<file path="src/rtl/fifo_read_streamer_if.sv">
// Bundles the FIFO read port and the downstream valid/ready stream of the read streamer.
// Stream handshake: a word moves when m_valid_o && m_ready_i on a rising edge; m_data_o holds while valid && !ready.
interface fifo_read_streamer_if #(
   parameter int WIDTH = 8
);
   logic             fifo_rd_en_o;
   logic [WIDTH-1:0] fifo_rdata_i;
   logic             fifo_empty_i;
   logic             fifo_rd_error_i;
   logic             m_valid_o;
   logic [WIDTH-1:0] m_data_o;
   logic             m_ready_i;

   modport master (
      output fifo_rd_en_o,
      input  fifo_rdata_i,
      input  fifo_empty_i,
      input  fifo_rd_error_i,
      output m_valid_o,
      output m_data_o,
      input  m_ready_i
   );

   modport slave (
      input  fifo_rd_en_o,
      output fifo_rdata_i,
      output fifo_empty_i,
      output fifo_rd_error_i,
      input  m_valid_o,
      input  m_data_o,
      output m_ready_i
   );
endinterface

</file>
<file path="src/rtl/fifo_read_streamer.sv">
// Pops a synchronous FIFO whenever it is non-empty and re-times its one-cycle read latency
// through a 2-entry buffer into a valid/ready stream.
module fifo_read_streamer #(
   parameter int WIDTH     = 8,
   parameter int CNT_WIDTH = 16
) (
   input  logic                 clk_i,
   input  logic                 rst_i,
   input  logic                 en_i,
   fifo_read_streamer_if.master bus,
   output logic [CNT_WIDTH-1:0] pop_count_o,
   output logic                 err_o
);

   logic [WIDTH-1:0]     mem_q [2];
   logic [1:0]           occ_q;
   logic                 infl_q;
   logic                 wr_ptr_q;
   logic                 rd_ptr_q;
   logic [CNT_WIDTH-1:0] pop_count_q;
   logic                 err_q;

   logic                 pop;
   logic                 rd_en;
   logic [2:0]           occ_next;

   // occ_next already accounts for the in-flight word, so issuing only while it is
   // below 2 leaves room for the word this read will return next cycle.
   always_comb begin
      pop      = (occ_q != 2'd0) && bus.m_ready_i;
      occ_next = {1'b0, occ_q} + {2'b00, infl_q} - {2'b00, pop};
      rd_en    = !rst_i && en_i && !bus.fifo_empty_i && (occ_next < 3'd2);
   end

   assign bus.fifo_rd_en_o = rd_en;
   assign bus.m_valid_o    = (occ_q != 2'd0);
   assign bus.m_data_o     = mem_q[rd_ptr_q];
   assign pop_count_o      = pop_count_q;
   assign err_o            = err_q;

   always_ff @(posedge clk_i) begin
      if (rst_i) begin
         mem_q[0]    <= '0;
         mem_q[1]    <= '0;
         occ_q       <= 2'd0;
         infl_q      <= 1'b0;
         wr_ptr_q    <= 1'b0;
         rd_ptr_q    <= 1'b0;
         pop_count_q <= '0;
         err_q       <= 1'b0;
      end else begin
         infl_q <= rd_en;
         if (infl_q) begin
            mem_q[wr_ptr_q] <= bus.fifo_rdata_i;
            wr_ptr_q        <= ~wr_ptr_q;
         end
         if (pop) begin
            rd_ptr_q <= ~rd_ptr_q;
         end
         occ_q <= occ_next[1:0];
         if (rd_en) begin
            pop_count_q <= pop_count_q + 1'b1;
         end
         // Overflow can only happen if the issue rule is broken; flag it rather than hide it.
         if (bus.fifo_rd_error_i || (occ_next > 3'd2)) begin
            err_q <= 1'b1;
         end
      end
   end

endmodule

</file>
<file path="src/flat_wrapper.sv">
// flat-port wrapper written by rule: the top's interface ports become plain ports
module fifo_read_streamer_flat 
#(
   parameter int WIDTH     = 8,
   parameter int CNT_WIDTH = 16
)
  (clk_i, rst_i, en_i, pop_count_o, err_o, bus_fifo_rd_en_o, bus_fifo_rdata_i, bus_fifo_empty_i, bus_fifo_rd_error_i, bus_m_valid_o, bus_m_data_o, bus_m_ready_i);
  fifo_read_streamer_if #(.WIDTH(WIDTH)) bus_i ();
  input  logic clk_i;
  input  logic rst_i;
  input  logic en_i;
  output logic [CNT_WIDTH-1:0] pop_count_o;
  output logic err_o;
  output wire logic [$bits(bus_i.fifo_rd_en_o)-1:0] bus_fifo_rd_en_o;
  input wire logic [$bits(bus_i.fifo_rdata_i)-1:0] bus_fifo_rdata_i;
  input wire logic [$bits(bus_i.fifo_empty_i)-1:0] bus_fifo_empty_i;
  input wire logic [$bits(bus_i.fifo_rd_error_i)-1:0] bus_fifo_rd_error_i;
  output wire logic [$bits(bus_i.m_valid_o)-1:0] bus_m_valid_o;
  output wire logic [$bits(bus_i.m_data_o)-1:0] bus_m_data_o;
  input wire logic [$bits(bus_i.m_ready_i)-1:0] bus_m_ready_i;
  assign bus_fifo_rd_en_o = bus_i.fifo_rd_en_o;
  assign bus_i.fifo_rdata_i = bus_fifo_rdata_i;
  assign bus_i.fifo_empty_i = bus_fifo_empty_i;
  assign bus_i.fifo_rd_error_i = bus_fifo_rd_error_i;
  assign bus_m_valid_o = bus_i.m_valid_o;
  assign bus_m_data_o = bus_i.m_data_o;
  assign bus_i.m_ready_i = bus_m_ready_i;
  fifo_read_streamer #(.WIDTH(WIDTH), .CNT_WIDTH(CNT_WIDTH)) u_core (.clk_i(clk_i), .rst_i(rst_i), .en_i(en_i), .bus(bus_i), .pop_count_o(pop_count_o), .err_o(err_o));
endmodule
</file>
<file path="config.mk">
export PLATFORM = sky130hd
export DESIGN_NAME = fifo_read_streamer_flat
export DESIGN_NICKNAME = d
export VERILOG_FILES = /design/src/rtl/fifo_read_streamer_if.sv /design/src/rtl/fifo_read_streamer.sv /design/src/flat_wrapper.sv
export SDC_FILE = /design/constraint.sdc
export NUM_CORES = 1
export LEC_CHECK = 0
export ABC_AREA = 0
export CORE_UTILIZATION = 44
export CTS_BUF_LIST = sky130_fd_sc_hd__clkbuf_16
export CTS_CLUSTER_DIAMETER = 80
export CTS_CLUSTER_SIZE = 28
export DETAILED_ROUTE_END_ITERATION = 8
export PLACE_DENSITY = 0.84
export SYNTH_ARGS = -nofsm -noshare
export SYNTH_HDL_FRONTEND = slang
export SYNTH_SLANG_ARGS = --single-unit
</file>
<file path="constraint.sdc">
create_clock -name clk_i -period 3.3 [get_ports clk_i]
set_clock_uncertainty 0.05 [all_clocks]
set_input_delay 0.66 -clock clk_i [delete_from_list [all_inputs] [get_ports clk_i]]
set_output_delay 0.66 -clock clk_i [all_outputs]
set_load 0.005 [all_outputs]
</file>
[Word-level counts from Yosys, hierarchy flattened]
Memory sizes are Yosys's and may differ from the RTL's. A register that Yosys moved wholly into a read port is not among the register bits.
Index checks and enable logic that the tools add are counted.
Storage, ports and cells
  bits in registers: 22
  memory bits (writable): 16
  input bits: 14
  output and inout port bits: 27
  logic and storage cells: 33
  memories kept: 1
Memory list
  u_core.mem_q: words 2, bits a word 8, rd ports 1, clocked after memory_dff 1, wr ports 2, line fifo_read_streamer.sv:15  | logic [WIDTH-1:0] mem_q [2];
Cells by class
  $add $sub $neg: 3
  magnitude comparators: 2
  mux-type cells: 10
  bitwise operators: 2
  reductions and logical operators: 9
Operators with widths (number)
  16-bit by 1-bit adder with 16-bit output, second input constant: 1
  1-bit 2-to-1 mux: 9
  8-bit 2-to-1 mux: 1
  8-bit OR reduction: 1
  1-bit logical AND: 4
  2-bit by 1-bit adder with 3-bit output: 1
  3-bit by 2-bit greater-than comparator with 1-bit output, second input constant: 1
  3-bit by 2-bit less-than comparator with 1-bit output, second input constant: 1
  3-bit by 1-bit subtractor with 3-bit output: 1
  1-bit logical NOT: 2
  1-bit inverter: 2
  2-bit nonzero test: 1
  1-bit logical OR: 1

[Longest topological paths before layout]
  word-level depth: 5
  gate-level depth with buffers: 11
  depth with buffers taken out: 10

[Worst setup path after synthesis]
OpenSTA, ideal clock, no wires.
  path kind: register to output
  from: reg u_core.occ_q[1]
  to: out bus_fifo_rd_en_o
  arrival time: 2495 ps
  required time: 2590 ps
  setup slack: 95 ps
  cell stages (with the launch flop): 10
  path buffers: 1
  path through: dfxtp_1 -> or2_2 -> and2_1 -> ha_1 -> inv_1 -> ha_1 -> fa_1 -> nor4b_4 -> and2_1 -> clkbuf_1
On the way
  cells in the longest elaborated chain, start to end: 5
  elaborated cells on any way between the ends: 6
  those cells by class: add/sub: 2; order compare: 1; reduce/logical: 3
RTL lines
  start, declared: line fifo_read_streamer.sv:16  | logic [1:0] occ_q;
  start signal, assigned: line fifo_read_streamer.sv:60  | occ_q <= occ_next[1:0];
  2-bit nonzero test
  net bus_m_valid_o: line flat_wrapper.sv:18  | output wire logic [$bits(bus_i.m_valid_o)-1:0] bus_m_valid_o;
  1-bit logical AND: line fifo_read_streamer.sv:30  | pop = (occ_q != 2'd0) && bus.m_ready_i;
  net u_core.pop: line fifo_read_streamer.sv:23  | logic pop;
  3-bit by 1-bit subtractor with 3-bit output: line fifo_read_streamer.sv:31  | occ_next = {1'b0, occ_q} + {2'b00, infl_q} - {2'b00, pop};
  net u_core.occ_next[1]: line fifo_read_streamer.sv:25  | logic [2:0] occ_next;
  3-bit by 2-bit less-than comparator with 1-bit output: line fifo_read_streamer.sv:32  | rd_en = !rst_i && en_i && !bus.fifo_empty_i && (occ_next < 3'd2);
  1-bit logical AND: line fifo_read_streamer.sv:32
  end, declared: line flat_wrapper.sv:14  | output wire logic [$bits(bus_i.fifo_rd_en_o)-1:0] bus_fifo_rd_en_o;
The timed path passes the listed nets, and every way through them passes these cells.

[Final worst setup path]
  from: in bus_m_ready_i
  to: out bus_fifo_rd_en_o
On the way
  cells in the longest elaborated chain, start to end: 4
RTL lines
  start, declared: line flat_wrapper.sv:20  | input wire logic [$bits(bus_i.m_ready_i)-1:0] bus_m_ready_i;
  1-bit logical AND: line fifo_read_streamer.sv:30
  net u_core.pop: line fifo_read_streamer.sv:23
  3-bit by 1-bit subtractor with 3-bit output: line fifo_read_streamer.sv:31
  net u_core.occ_next[1]: line fifo_read_streamer.sv:25
  3-bit by 2-bit less-than comparator with 1-bit output: line fifo_read_streamer.sv:32
  1-bit logical AND: line fifo_read_streamer.sv:32
The timed path passes the listed nets, and every way through them passes these cells.

==> impl_metrics.tcl <==
set metrics [dict create \
    pwr-share-seq_pct 39.8 \
    core_area_um2 3771 \
    drt.antenna.violating_nets 0 \
    instances_no_fill 263 \
    drc 0 \
    cts_tree "built" \
    r2r_cells 11 \
    rsz0062_at_grt "no" \
    htreeDepth 2 \
    portBuffers 40 \
    dpl_cell_area_um2 2272 \
    internal-power_mw 1.116 \
    maxCapViolCount 0 \
    multi_input_area_um2 817.0 \
    dp_slack_ps -564.5 \
    fp.dieW_um 65.50 \
    fin_area_um2 2452 \
    die_y_um 65.50 \
    pwr_density_cell_nw_per_um2 618.2 \
    clock_path_buffers 2 \
    period_minus_slack_ps 3214 \
    nNetsFinal 232 \
    ioPinCount 41 \
    final_core_util_pct 65.03 \
    finalSetupTns_ps 0 \
    detailedRoute.firstIterationViolations 67 \
    grt_pass1_vias 1229 \
    cp-startpoint "bus_m_ready_i" \
    worst_setup_path_end_kind "primary output" \
    ff_latch_area_um2 940.9 \
    grt_max_degree 31 \
    swShare_pct 26.38 \
    hpwl_um 2315 \
    grt_overflow_total 0 \
    fp-row-count 22 \
    synth_cell_type_count 29 \
    cp.arrival_ps 2500 \
    slew_viol_final 0 \
    first_pass_iters 4 \
    comb_power_share_pct 30.7 \
    clockPowerShare_pct 29.5 \
    p_leak_nw 0.9412 \
    tritoncts.num_buffers 5 \
    vias 1347 \
    hold_viol_final 0 \
    post_drt_wl_per_cell_um 12.75 \
    tightest_slew_ps 859.9 \
    drive_gt1_share_pct 17.67 \
    clk_pin_slew_ps 60 \
    min_path_type "register to register" \
    critPathRequiredTime_ps 2590 \
    die-area_um2 4290 \
    outcome "finished, final reports clean" \
    holdPathEnd "u_core.pop_count_o[15]$_SDFFE_PP0P_" \
    switching_power_uw 400.0 \
    syn_area_um2 1774 \
    fmax_ghz 0.3112 \
    ys_seq_area_share_pct 53.03 \
    peakVddDrop_mv 0.3101 \
    grt_pass1_wl_um 5533 \
    n_antenna_cell 0 \
    cts-root-buf "clkbuf_16" \
    ctsHoldBuffers 0 \
    drt-total-wl_um 3353 \
    slew_headroom_pct 42.55 \
    viasPerCell 5.122 \
    fin_crit_sh_pct 97.39 \
    setup_viol 0 \
    yosys_warnings 0 \
    start_kind "primary input" \
    syn_to_final_growth_pct 38.22 \
    synth_nets 182 \
    post-place-cells 254 \
    setup_ws_ps 86.20 \
    ys_seq_elements 39 \
    clk_latency_ps 270 \
    gp_congestion 0.7528 \
    track_usage_pct 17.38 \
    initial_core_util_pct 47.05 \
    hold_start "u_core.pop_count_o[15]$_SDFFE_PP0P_" \
    r2r-start "u_core.occ_q[1]$_SDFF_PP0_" \
    antenna_found_initial 0 \
    fillers 319 \
    crit_path_max_fanout 2 \
    critPathKind "primary input to primary output" \
    cts.sinks 39 \
    synthCells 164 \
    r2r_slack_ps 310 \
    r2r-end "u_core.pop_count_o[15]$_SDFFE_PP0P_" \
    holdPathStages 2 \
    synth.avg_cell_area_um2 10.82 \
]
[cell usage after synthesis (all sizes together)]
| cell | instances | share of area (%) |
|---|---|---|
| inv | 7 | 1.5 |
| mux2 | 9 | 5.7 |
| clkbuf | 6 | 1.3 |
| o21ai | 8 | 2.3 |
| edfxtp | 16 | 27 |
| nand2 | 6 | 1.3 |
| and3 | 2 | 0.71 |
| mux2i | 1 | 0.56 |
| nor3b | 2 | 0.85 |
| nor2b | 6 | 2.1 |
| xor2 | 5 | 2.9 |
| dfxtp | 23 | 26 |
| xnor2 | 4 | 2.0 |
| ha | 3 | 2.1 |
| nor4b | 1 | 1.3 |
| or2 | 2 | 0.71 |
| nand3 | 6 | 1.7 |
| a21oi | 6 | 1.7 |
| and4 | 4 | 2.0 |
| or4 | 3 | 1.3 |
| or3 | 5 | 1.8 |
| fa | 1 | 1.1 |
| a21o | 1 | 0.42 |
| nand4 | 4 | 1.8 |
| and2 | 20 | 7.1 |
| a211oi | 1 | 0.42 |
| nor2 | 12 | 2.5 |
[metrics by stage]
step	hold slack, ps	power, mW
floorplan	424.3	0.8281
global placement	422.0	1.030
detailed placement	443.6	1.040
CTS	450.2	1.526
global route	476.4	1.601
finish	449.8	1.516
[power by group through the flow]
stage | Sequential [mW] | Combinational, mW | Clock (mW)
floorplan | 0.594 | 0.234 | 0
global placement | 0.607 | 0.423 | 0
detailed placement | 0.611 | 0.429 | 0
CTS | 0.604 | 0.464 | 0.458
global route | 0.612 | 0.509 | 0.481
finish | 0.603 | 0.465 | 0.448
[critical path, stage by stage]
cell,delay [ps]
dlygate4sd2_1,230
and2_4,160
ha_4,260
inv_2,30
ha_4,150
fa_2,470
nor4b_4,250
and2_4,200
buf_6,90
[worst max-delay path by stage]
stage	depth (start not counted)	endpoint
2_1_floorplan	9	bus_fifo_rd_en_o
3_3_place_gp	9	bus_fifo_rd_en_o
3_5_place_dp	9	bus_fifo_rd_en_o
4_1_cts	9	bus_fifo_rd_en_o
5_1_grt	9	bus_fifo_rd_en_o
6_report	9	bus_fifo_rd_en_o
[layout by cell type, fill, tap and decap left out, drive strengths merged, types with 5 or more instances in the layout]
cell            n
buf            10
o21ai           8
inv             7
nor2b           6
mux2            9
and2           20
nor2           12
clkbuf          5
xor2            5
nand3           6
nand2           6
a21oi           6
clkdlybuf4s50  38
or3             5
edfxtp         16
dfxtp          23
[final cells by class]
| type | instances | area share (%) |
|---|---|---|
| sequential | 39 | 38.37 |
| multi-input combinational | 112 | 33.32 |
| timing repair buffer | 49 | 19.08 |
| clock buffer | 5 | 5.102 |
| tap | 48 | 2.449 |
| inverter | 7 | 1.071 |
| clock inverter | 3 | 0.6122 |
[logic make-up after synthesis]
family / count (synthesis) / share of synthesized area, %
AND/OR/NAND/NOR: 73 / 25.03
adder cells (fa/ha/maj): 4 / 3.244
XOR/XNOR: 9 / 4.866
buffers and inverters: 13 / 2.751
AO/OA/AOI/OAI: 16 / 4.796
flip-flops: 39 / 53.03
multiplexers: 10 / 6.277
[registers in the layout, indices dropped and copies added (netlist names), named ones only]
register	cells
u_core.wr_ptr_q	1
u_core.pop_count_o	16
u_core.err_o	1
u_core.mem_q	16
u_core.infl_q	1
u_core.rd_ptr_q	1
u_core.occ_q	2
[what timing repair did]
action,in CTS,in global routing
buffers inserted,1,0
gates resized for setup,12,1
endpoints found under the setup margin,1,1
pin swaps,5,2
[routing by layer]
layer  track usage [%]  up-vias  routed length (µm)
met3             5.208        4                 159
met2             29.12       34                1620
met4             6.522        0                  35
met1             20.86      634                1537
met5                 0        -                   0
li1                  -      675                   -
Note: power is estimated with default switching activity, not from simulation.
